===== src/rtl/jtag_shift_master.sv =====
// JTAG scan master: walks a downstream TAP through a TMS reset sequence,
// then runs DR or IR shift scans on request and captures the returned TDO bits.
module jtag_shift_master #(
    parameter int unsigned MAX_LEN = 32
) (
    input  logic               TCK,
    input  logic               TRST_N,
    input  logic               start,
    input  logic               is_ir,
    input  logic [5:0]         len,
    input  logic [MAX_LEN-1:0] data_in,
    input  logic               TDO,
    output logic               TMS,
    output logic               TDI,
    output logic               busy,
    output logic               done,
    output logic [MAX_LEN-1:0] data_out
);

    typedef enum logic [2:0] {
        StRstSeq,
        StIdle,
        StSelDr,
        StSelIr,
        StCapture,
        StShift,
        StExit1,
        StUpdate
    } state_e;

    localparam logic [5:0] LenMax = 6'(MAX_LEN);

    state_e             state_q, state_d;
    logic [5:0]         cnt_q, cnt_d;
    logic               is_ir_q, is_ir_d;
    logic [5:0]         last_q, last_d;
    logic [MAX_LEN-1:0] data_q, data_d;
    logic [MAX_LEN-1:0] dout_q, dout_d;
    logic               tms_q, tms_d;
    logic               tdi_q, tdi_d;
    logic               busy_q, busy_d;
    logic               done_q, done_d;

    logic               accept;
    logic [5:0]         len_eff;
    logic [MAX_LEN-1:0] keep_mask;
    logic [MAX_LEN-1:0] bit_sel;
    logic [MAX_LEN-1:0] data_sh;

    assign TMS      = tms_q;
    assign TDI      = tdi_q;
    assign busy     = busy_q;
    assign done     = done_q;
    assign data_out = dout_q;

    // A request can only be taken while idle or in the done cycle of the previous scan.
    assign accept = start && !busy_q && (state_q == StIdle || state_q == StUpdate);

    always_comb begin
        len_eff = len;
        if (len == 6'd0) begin
            len_eff = 6'd1;
        end else if (len > LenMax) begin
            len_eff = LenMax;
        end
    end

    assign keep_mask = ~({MAX_LEN{1'b1}} << len_eff);
    assign bit_sel   = {{(MAX_LEN-1){1'b0}}, 1'b1} << cnt_q;

    // Next-state and operand latching.
    always_comb begin
        state_d = state_q;
        cnt_d   = cnt_q;
        is_ir_d = is_ir_q;
        last_d  = last_q;
        data_d  = data_q;
        dout_d  = dout_q;

        unique case (state_q)
            StRstSeq: begin
                if (cnt_q == 6'd5) begin
                    state_d = StIdle;
                    cnt_d   = 6'd0;
                end else begin
                    cnt_d = cnt_q + 6'd1;
                end
            end
            StIdle: begin
                state_d = StIdle;
            end
            StSelDr: begin
                state_d = is_ir_q ? StSelIr : StCapture;
                cnt_d   = 6'd0;
            end
            StSelIr: begin
                state_d = StCapture;
                cnt_d   = 6'd0;
            end
            StCapture: begin
                // Two TMS=0 cycles: into Capture, then into Shift.
                if (cnt_q == 6'd0) begin
                    cnt_d = 6'd1;
                end else begin
                    state_d = StShift;
                    cnt_d   = 6'd0;
                end
            end
            StShift: begin
                dout_d = (dout_q & ~bit_sel) | (TDO ? bit_sel : '0);
                if (cnt_q == last_q) begin
                    state_d = StExit1;
                end else begin
                    cnt_d = cnt_q + 6'd1;
                end
            end
            StExit1: begin
                state_d = StUpdate;
            end
            StUpdate: begin
                state_d = StIdle;
            end
            default: begin
                state_d = StRstSeq;
                cnt_d   = 6'd0;
            end
        endcase

        if (accept) begin
            state_d = StSelDr;
            cnt_d   = 6'd0;
            is_ir_d = is_ir;
            last_d  = len_eff - 6'd1;
            data_d  = data_in;
            dout_d  = dout_q & keep_mask;
        end
    end

    assign data_sh = data_d >> cnt_d;

    // Registered pin values are decoded from the state being entered.
    always_comb begin
        tms_d  = 1'b0;
        tdi_d  = 1'b0;
        busy_d = 1'b1;
        done_d = 1'b0;
        case (state_d)
            StRstSeq: tms_d = 1'b1;
            StIdle:   busy_d = 1'b0;
            StSelDr:  tms_d = 1'b1;
            StSelIr:  tms_d = 1'b1;
            StShift: begin
                tms_d = (cnt_d == last_d);
                tdi_d = data_sh[0];
            end
            StExit1:  tms_d = 1'b1;
            StUpdate: begin
                done_d = 1'b1;
                busy_d = 1'b0;
            end
            default: begin
                tms_d = 1'b0;
            end
        endcase
    end

    always_ff @(posedge TCK) begin
        if (!TRST_N) begin
            state_q <= StRstSeq;
            cnt_q   <= 6'd0;
            is_ir_q <= 1'b0;
            last_q  <= 6'd0;
            data_q  <= '0;
            dout_q  <= '0;
            tms_q   <= 1'b1;
            tdi_q   <= 1'b0;
            busy_q  <= 1'b1;
            done_q  <= 1'b0;
        end else begin
            state_q <= state_d;
            cnt_q   <= cnt_d;
            is_ir_q <= is_ir_d;
            last_q  <= last_d;
            data_q  <= data_d;
            dout_q  <= dout_d;
            tms_q   <= tms_d;
            tdi_q   <= tdi_d;
            busy_q  <= busy_d;
            done_q  <= done_d;
        end
    end

endmodule

===== config.mk =====
export PLATFORM = sky130hd
export DESIGN_NAME = jtag_shift_master
export DESIGN_NICKNAME = d
export VERILOG_FILES = /design/src/rtl/jtag_shift_master.sv
export SDC_FILE = /design/constraint.sdc
export NUM_CORES = 1
export LEC_CHECK = 0
export CAP_MARGIN = 10
export CORE_ASPECT_RATIO = 0.75
export CORE_MARGIN = 8
export CORE_UTILIZATION = 50
export DETAILED_ROUTE_END_ITERATION = 10
export DONT_BUFFER_PORTS = 1
export PLACE_DENSITY = 0.68
export SLEW_MARGIN = 20
export SYNTH_ARGS = -nofsm -noshare
export SYNTH_HDL_FRONTEND = slang
export SYNTH_SLANG_ARGS = --single-unit

===== constraint.sdc =====
create_clock -name TCK -period 2.7 [get_ports TCK]
set_clock_uncertainty 0.05 [all_clocks]
set_input_delay 0.405 -clock TCK [delete_from_list [all_inputs] [get_ports TCK]]
set_output_delay 0.405 -clock TCK [all_outputs]
set_load 0.1 [all_outputs]

**Word-level counts from Yosys, hierarchy flattened**

Index checks and enable logic that the tools add are counted.

- Register bits after elaboration: 84
- Bits in latches: 0
- RAM bits: 0
- Bits in read-only memories: 0
- Input port bits: 43
- Output and inout bits: 36
- Logic and storage cells: 72
- Memories: 0

- Add/sub/neg operators: 2
- Multipliers: 0
- Divide/modulo/power cells: 0
- $lt $le $gt $ge: 1
- Equality and inequality tests: 16
- Shift-type cells: 3
- Mux-type cells: 21
- Bitwise operators: 5
- Reductions and logical operators: 14

Operator list:

| operator | number |
|---|---|
| 32-bit 2-to-1 mux | 4 |
| 32-bit bitwise AND | 2 |
| 32-bit inverter | 2 |
| 6-bit 2-to-1 mux | 6 |
| 32-bit bitwise OR | 1 |
| 1-bit by 6-bit left shift with 32-bit output, first input constant | 1 |
| 32-bit by 6-bit left shift with 32-bit output, first input constant | 1 |
| 32-bit by 6-bit >> shifter with 1-bit output | 1 |
| 6-bit case mux with 4 select lines | 1 |
| 3-bit == test, second input constant | 7 |
| 3-bit case mux with 7 select lines | 1 |
| 3-bit 2-to-1 mux | 5 |
| 3-bit by 2-bit == test with 1-bit output, second input constant | 4 |
| 6-bit == test | 2 |
| 6-bit zero test | 2 |
| 6-bit by 1-bit adder with 6-bit output, second input constant | 1 |
| 3-bit by 1-bit == test with 1-bit output, second input constant | 2 |
| 6-bit by 3-bit == test with 1-bit output, second input constant | 1 |
| 6-bit greater-than comparator, second input constant | 1 |
| 3-bit zero test | 2 |
| 2-bit OR reduction | 3 |
| 6-bit by 1-bit subtractor with 6-bit output, second input constant | 1 |
| 4-bit OR reduction | 1 |
| 1-bit 2-to-1 mux | 3 |
| other kinds (6) | 7 |

**Depth between registers and ports, before layout**

- Word-level depth: 7
- Gate-level depth with buffers: 12
- Depth with buffers taken out: 11

**Least setup slack after synthesis**

No wires, ideal clock.

- Path type: register to register
- Start point: register cnt_q[4]
- End point: register tdi_q (netlist: TDI)
- Library setup time: 0.125 ns
- Data arrival time: 2.358 ns
- Data required time: 2.525 ns
- Setup slack: 0.167 ns
- Stages on the path, launching flop included: 12
- Path buffers: 2
- Clock period less this slack: 2.533 ns
- Cell sequence: dfxtp_1 -> buf_6 -> xor2_1 -> o41ai_1 -> a31oi_1 -> nor3_1 -> buf_2 -> mux2_2 -> a221oi_1 -> nor3_1 -> nand2_1 -> a31oi_1

- Cells in the longest elaborated chain, start to end: 6
- Elaborated cells on any way between the ends: 17
- Classes of those cells: add/sub: 1; eq/ne: 3; shift: 1; mux: 10; reduce/logical: 2

Ends and longest elaborated chain:

| what | RTL line | RTL |
|---|---|---|
| start: declaration | 34 | `logic [5:0] cnt_q, cnt_d;` |
| start signal: assignment | 181 | `cnt_q <= cnt_d;` |
| branches (longest 6 deep; another with 6-bit by 1-bit adder with 6-bit output) | - |  |
| end signal: assignment | 187 | `tdi_q <= tdi_d;` |
| end: declaration | 40 | `logic tdi_q, tdi_d;` |

Parallel ways; which one is timed is not known.
A chain may end at the register's enable or synchronous reset.

**Final worst setup path**

Same ends and word-level chain as after synthesis.

==> out/results.ini <==
[finish]
fillers=840
antennaDiodeCount=0
final_util_pct=62.90
final_common_cell=nand2_1
area_delta_synth_final_pct=22.90
nets=718
layout_common_cells=nand2_1, dfxtp_1, a21oi_1, buf_4, nor2_1
drive_gt1_share_pct=21.49

[floorplan]
rows=30
die_area_um2=12580
ios=79
die_y_um=99.16
die_w_um=126.9
initial_utilization_pct=51.18
coreArea_um2=9009

[global_routing]
antenna_found_initial=0
grt_util_all_layers_pct=23.58
grt_max_degree=40
grt_pass1_wl_um=24020
grt_overflow_total=0
grt_pass1_vias=4476

[status]
outcome=completed

[placement]
io_buffers=0
dpl.hpwl_um=11300
gp_congestion=0.9379

[routing]
drt_iter0_markers=527
avgRoutedWirePerCell_um=19.23
antenna_left=0
remaining_drc_errors=0
routed-wl-met2_um=6224
dr.max_layer_used=met4
drt_wl_total_um=15040
post_drt_via_cell_ratio=6.188
wl_met1_um=6837
wl_met3_um=1793
vias=4839
drt_pass1_iterations=5

[setup_path]
crit_arrival_ns=2.85
crit_path_max_incr_delay_ns=0.61
critical_path.startpoint_type=flop
slowest_stage=or4_4
endpoint_kind=flop
critPathMaxFanout=6
crit_required_ns=2.91
crit_chain=xor2_4 -> or4_4 -> o21bai_1 -> nor3_2 -> buf_4 -> buf_6 -> nand2b_4 -> a211o_1 -> a21oi_2 -> o31ai_2 -> a31oi_1
criticalPathCategory=reg -> reg

[synth]
synthArstFlopShare_pct=0
synth_ff_type=dfxtp_1
yosysWarnings=0
seq_area_frac_synth_pct=36.47
ys_types=66
synth-seq-cells=84
syn_area_um2=4611
synthesis.nets=669
synth_edf_count=0
netlist_instances=616
syn_area_per_cell_um2=7.485

[timing]
fmax_ghz=0.3798
period_share_pct=97.51
tns_ns=0
tightest_slew_ns=0.9951
slew_violations=0
rsz0062_at_grt=true
setup_violations=0
post-route-min-period_ns=2.633
finalHoldViolCount=0
slew_headroom_pct=33.57
hold_ws_ns=0.1417

[clock_tree]
cts_made_buffers=9
tritoncts=yes
root_buffer=clkbuf_16
hold_buffers=0
clock_latency_ns=0.34
cts.clk_slew.worst_paths_ns=0.07
clk_path_buf_depth=2
clock_sinks=84
cts.htree.levels=3

[power]
p_per_area_nw_per_um2=483.5
leakagePower_nw=2.214
vdd_drop_max_mv=0.4361

[run]
cap_violations=0

[hold_path]
hold_class=in -> reg

==> worst max-delay path: cells and delay by family (launching register included) <==
kind	cells	cell delay, ns
flip-flops	1	0.37
buffers and inverters	2	0.29
AND/OR/NAND/NOR	3	0.82
AO/OA/AOI/OAI	5	0.85
XOR/XNOR	1	0.19
==> cells by family (layout without fill, tap and decap cells) <==
| group | Yosys count | in the layout | synth area share [%] |
|---|---|---|---|
| compound gates | 187 | 187 | 24.75 |
| xor+xnor | 12 | 12 | 2.280 |
| fa+ha+maj | 10 | 10 | 2.714 |
| buf+inv | 59 | 113 | 5.210 |
| flops | 84 | 84 | 36.47 |
| mux | 13 | 13 | 2.958 |
| simple gates | 251 | 251 | 25.62 |
==> power by group <==
group	internal [mW]	switching (mW)
Clock	0.727	0.530
Sequential	1.24	0.00461
Combinational	0.104	0.132
Total	2.07	0.667
==> final cells by class <==
| type | instances | area, um2 | area share, % |
|---|---|---|---|
| clock inverters | 6 | 71.32 | 1.259 |
| flip-flops and latches | 84 | 1690 | 29.83 |
| repair buffers | 80 | 631.9 | 11.15 |
| multi-input cells | 473 | 2840 | 50.12 |
| inverters | 17 | 63.81 | 1.126 |
| well taps | 112 | 140.1 | 2.473 |
| clock buffers | 10 | 229.0 | 4.041 |
==> worst paths after layout <==
kind,startpoint,endpoint,slack [ns],depth (start not counted)
worst min-delay path,TRST_N,cnt_q[5],0.14,1
worst max-delay path,cnt_q[4],TDI,0.07,11
worst max register to register,cnt_q[4],TDI,0.07,11
worst min register to register,data_q[21],data_q[21],0.40,2
==> synth_stat cells (10+ instances only) <==
| library cell | count | area (um2) |
|---|---|---|
| nand2_1 | 109 | 409.1 |
| dfxtp_1 | 84 | 1682 |
| a21oi_1 | 77 | 385.4 |
| nor2_1 | 49 | 183.9 |
| o21ai_0 | 34 | 170.2 |
| clkbuf_1 | 31 | 116.4 |
| nor3_1 | 16 | 80.08 |
| inv_1 | 15 | 56.30 |
| o22ai_1 | 15 | 93.84 |
| a31oi_1 | 13 | 81.33 |
| nand3_1 | 11 | 55.05 |
| ha_1 | 10 | 125.1 |
==> per-layer routing <==
layer,GRT usage [%],up-vias
met5,0,-
met4,5.925,0
met3,8.284,21
met2,32.99,261
met1,33.32,2279
li1,-,2278
==> what timing repair did <==
item,4_1_cts,5_1_grt
setup buffers,0,2
gates resized for setup,5,32
hold endpoints to repair,0,0
pin swaps,0,12
endpoints found under the setup margin,2,2
==> stage by stage <==
stage	cell area, um2	setup WS (ns)	power, mW	instances
2_1_floorplan	4611	0.1670	1.415	616
3_3_place_gp	5186	-0.1269	1.493	764
3_5_place_dp	5186	-0.09567	1.494	764
4_1_cts	5519	0.008053	2.749	780
5_1_grt	5667	-0.02413	2.820	782
6_report	5667	0.06732	2.740	782
Note: power is estimated with default switching activity, not from simulation.
==> edit: new RTL, same flow settings <==
Register the inputs `start`, `is_ir`, `len`, `data_in` and `TDO` before use, with the module's reset. The logic sees them one clock later.
--- a/src/rtl/jtag_shift_master.sv
+++ b/src/rtl/jtag_shift_master.sv
@@ -32,2 +32,24 @@
 
+    logic start_q;
+    logic is_ir_r;
+    logic [5:0] len_q;
+    logic [MAX_LEN-1:0] data_r;
+    logic TDO_q;
+
+    always_ff @(posedge TCK) begin
+        if (!TRST_N) begin
+            start_q <= '0;
+            is_ir_r <= '0;
+            len_q   <= '0;
+            data_r  <= '0;
+            TDO_q   <= '0;
+        end else begin
+            start_q <= start;
+            is_ir_r <= is_ir;
+            len_q   <= len;
+            data_r  <= data_in;
+            TDO_q   <= TDO;
+        end
+    end
+
     state_e             state_q, state_d;
@@ -56,9 +78,9 @@
     // A request can only be taken while idle or in the done cycle of the previous scan.
-    assign accept = start && !busy_q && (state_q == StIdle || state_q == StUpdate);
+    assign accept = start_q && !busy_q && (state_q == StIdle || state_q == StUpdate);
 
     always_comb begin
-        len_eff = len;
-        if (len == 6'd0) begin
+        len_eff = len_q;
+        if (len_q == 6'd0) begin
             len_eff = 6'd1;
-        end else if (len > LenMax) begin
+        end else if (len_q > LenMax) begin
             len_eff = LenMax;
@@ -109,3 +131,3 @@
             StShift: begin
-                dout_d = (dout_q & ~bit_sel) | (TDO ? bit_sel : '0);
+                dout_d = (dout_q & ~bit_sel) | (TDO_q ? bit_sel : '0);
                 if (cnt_q == last_q) begin
@@ -131,5 +153,5 @@
             cnt_d   = 6'd0;
-            is_ir_d = is_ir;
+            is_ir_d = is_ir_r;
             last_d  = len_eff - 6'd1;
-            data_d  = data_in;
+            data_d  = data_r;
             dout_d  = dout_q & keep_mask;
Behaviour: not the same (Yosys sat finds a counterexample within 10 cycles, from zero or initial values and one cycle with TRST_N low).
==> edit against the original RTL <==
Cell area up 27%. Final cell count is 20% higher. Sequential share of layout area rose by 4.9 points. Global-route usage shrank 1.6 points. Synthesized cell count grew 17%. Sequential cell count increased by 41. Wire length rose by 15%. Clock power increased by 81%. Setup slack got worse by 0.064 ns. Fmax is 2.4% lower. Synthesized area grew 31%. Power increased by 74%.
==> edit: results (changes against the original RTL) <==
{| class="wikitable"
! Metric !! Value
|-
| Cell with the biggest individual delay on the critical path || sky130_fd_sc_hd__a2111oi_0
|-
| Global placement routability congestion || 0.922 (-1.7%)
|-
| Filler Cells Inserted || 1022 (+22%)
|-
| Met1 track utilization from global routing || 33.0% (-0.31 points)
|-
| Synth cell types || 74 (+12%)
|-
| Met3 WL post-DR || 1.53 mm (-15%)
|-
| Run status || complete, no violations
|-
| Global-route total usage across every layer || 22.0% (-1.6 points)
|-
| Number of nets in the finished design || 816 (+14%)
|-
| Worst rel slew slack || 34.0% (+0.41 points)
|-
| Routed length on met2 || 7.20 mm (+16%)
|-
| Post-synth net total || 774 (+16%)
|-
| Proportion of layout cells with a drive suffix above 1 || 18.6% (-2.9 points)
|-
| Detail-routed via count per cell || 5.86 (-5.3%)
|-
| Number of buffers created by CTS || 17 (+8)
|-
| Cell area reported after detailed placement || 6520 µm² (+26%)
|-
| Static power due to leakage || 2.70 nW (+22%)
|-
| Top cells by area in the synthesized netlist || sky130_fd_sc_hd__dfxtp_1, sky130_fd_sc_hd__a21oi_1, sky130_fd_sc_hd__nand2_1, sky130_fd_sc_hd__and2_1, sky130_fd_sc_hd__o21ai_0
|-
| CP Max Fanout || 5 (-1)
|-
| Register area share after synthesis || 41.4% (+4.9 points)
|-
| Worst IR Drop VDD || 0.550 mV (+26%)
|-
| Global routing met2 resource utilization || 29.2% (-3.8 points)
|-
| Pin count of the biggest net entering global routing || 67 (+68%)
|-
| Worst reg-to-reg setup slack || 0.004 ns (-0.06 ns)
|-
| Met3 usage || 6.50% (-1.8 points)
|-
| Sum of net half-perimeters after detailed placement || 12.3 mm (+9.0%)
|}
## edit: cell count changes in the layout (fill, tap and decap cells not counted), moves of 7 or more
cell                        delta
sky130_fd_sc_hd__nor2_1       +12
sky130_fd_sc_hd__clkbuf_16     +8
sky130_fd_sc_hd__o22ai_1       -8
sky130_fd_sc_hd__and2_1       +39
sky130_fd_sc_hd__a31oi_1       -7
sky130_fd_sc_hd__a21oi_1      +10
sky130_fd_sc_hd__dfxtp_1      +44
sky130_fd_sc_hd__o21ai_0      +13
sky130_fd_sc_hd__mux2i_1       +7
## edit: report_power, final
part | switching [mW] | internal (mW) | leakage [nW] | total [mW]
registers | 0.0310 | 1.89 | 1.02 | 1.92
clock network | 0.963 | 1.32 | 0.287 | 2.28
logic | 0.344 | 0.219 | 1.39 | 0.563
## edit: kinds of logic after synthesis
logic type,Yosys count,synth area share (%)
compound gates,206,22.0
fa+ha+maj,10,2.07
simple gates,284,23.5
mux,17,2.96
buf+inv,66,5.47
xor+xnor,13,2.57
flops,125,41.4
## edit: worst paths after layout
check                                            from                     to  depth (start not counted)
worst min-delay path                      data_in[18]  data_r[18]$_SDFF_PN0_                          1
worst min register to register  data_r[10]$_SDFF_PN0_  data_q[10]$_SDFF_PN0_                          2
worst max-delay path              cnt_q[1]$_SDFF_PN0_         TDI$_SDFF_PP0_                         10
worst max register to register    cnt_q[1]$_SDFF_PN0_         TDI$_SDFF_PP0_                         10
## edit: timing repair
action,4_1_cts,5_1_grt
setup buffers,0,5
pin swaps,0,4
setup endpoints to repair,1,4
gates resized for setup,1,10
## edit: cell type report
cell class	count	area share (%)
Timing Repair Buffer	72	7.85
Tap cell	162	2.81
Clock buffer	17	5.90
Inverter	17	0.885
Sequential cell	125	34.8
Clock inverter	15	2.29
Multi-Input combinational cell	530	45.5
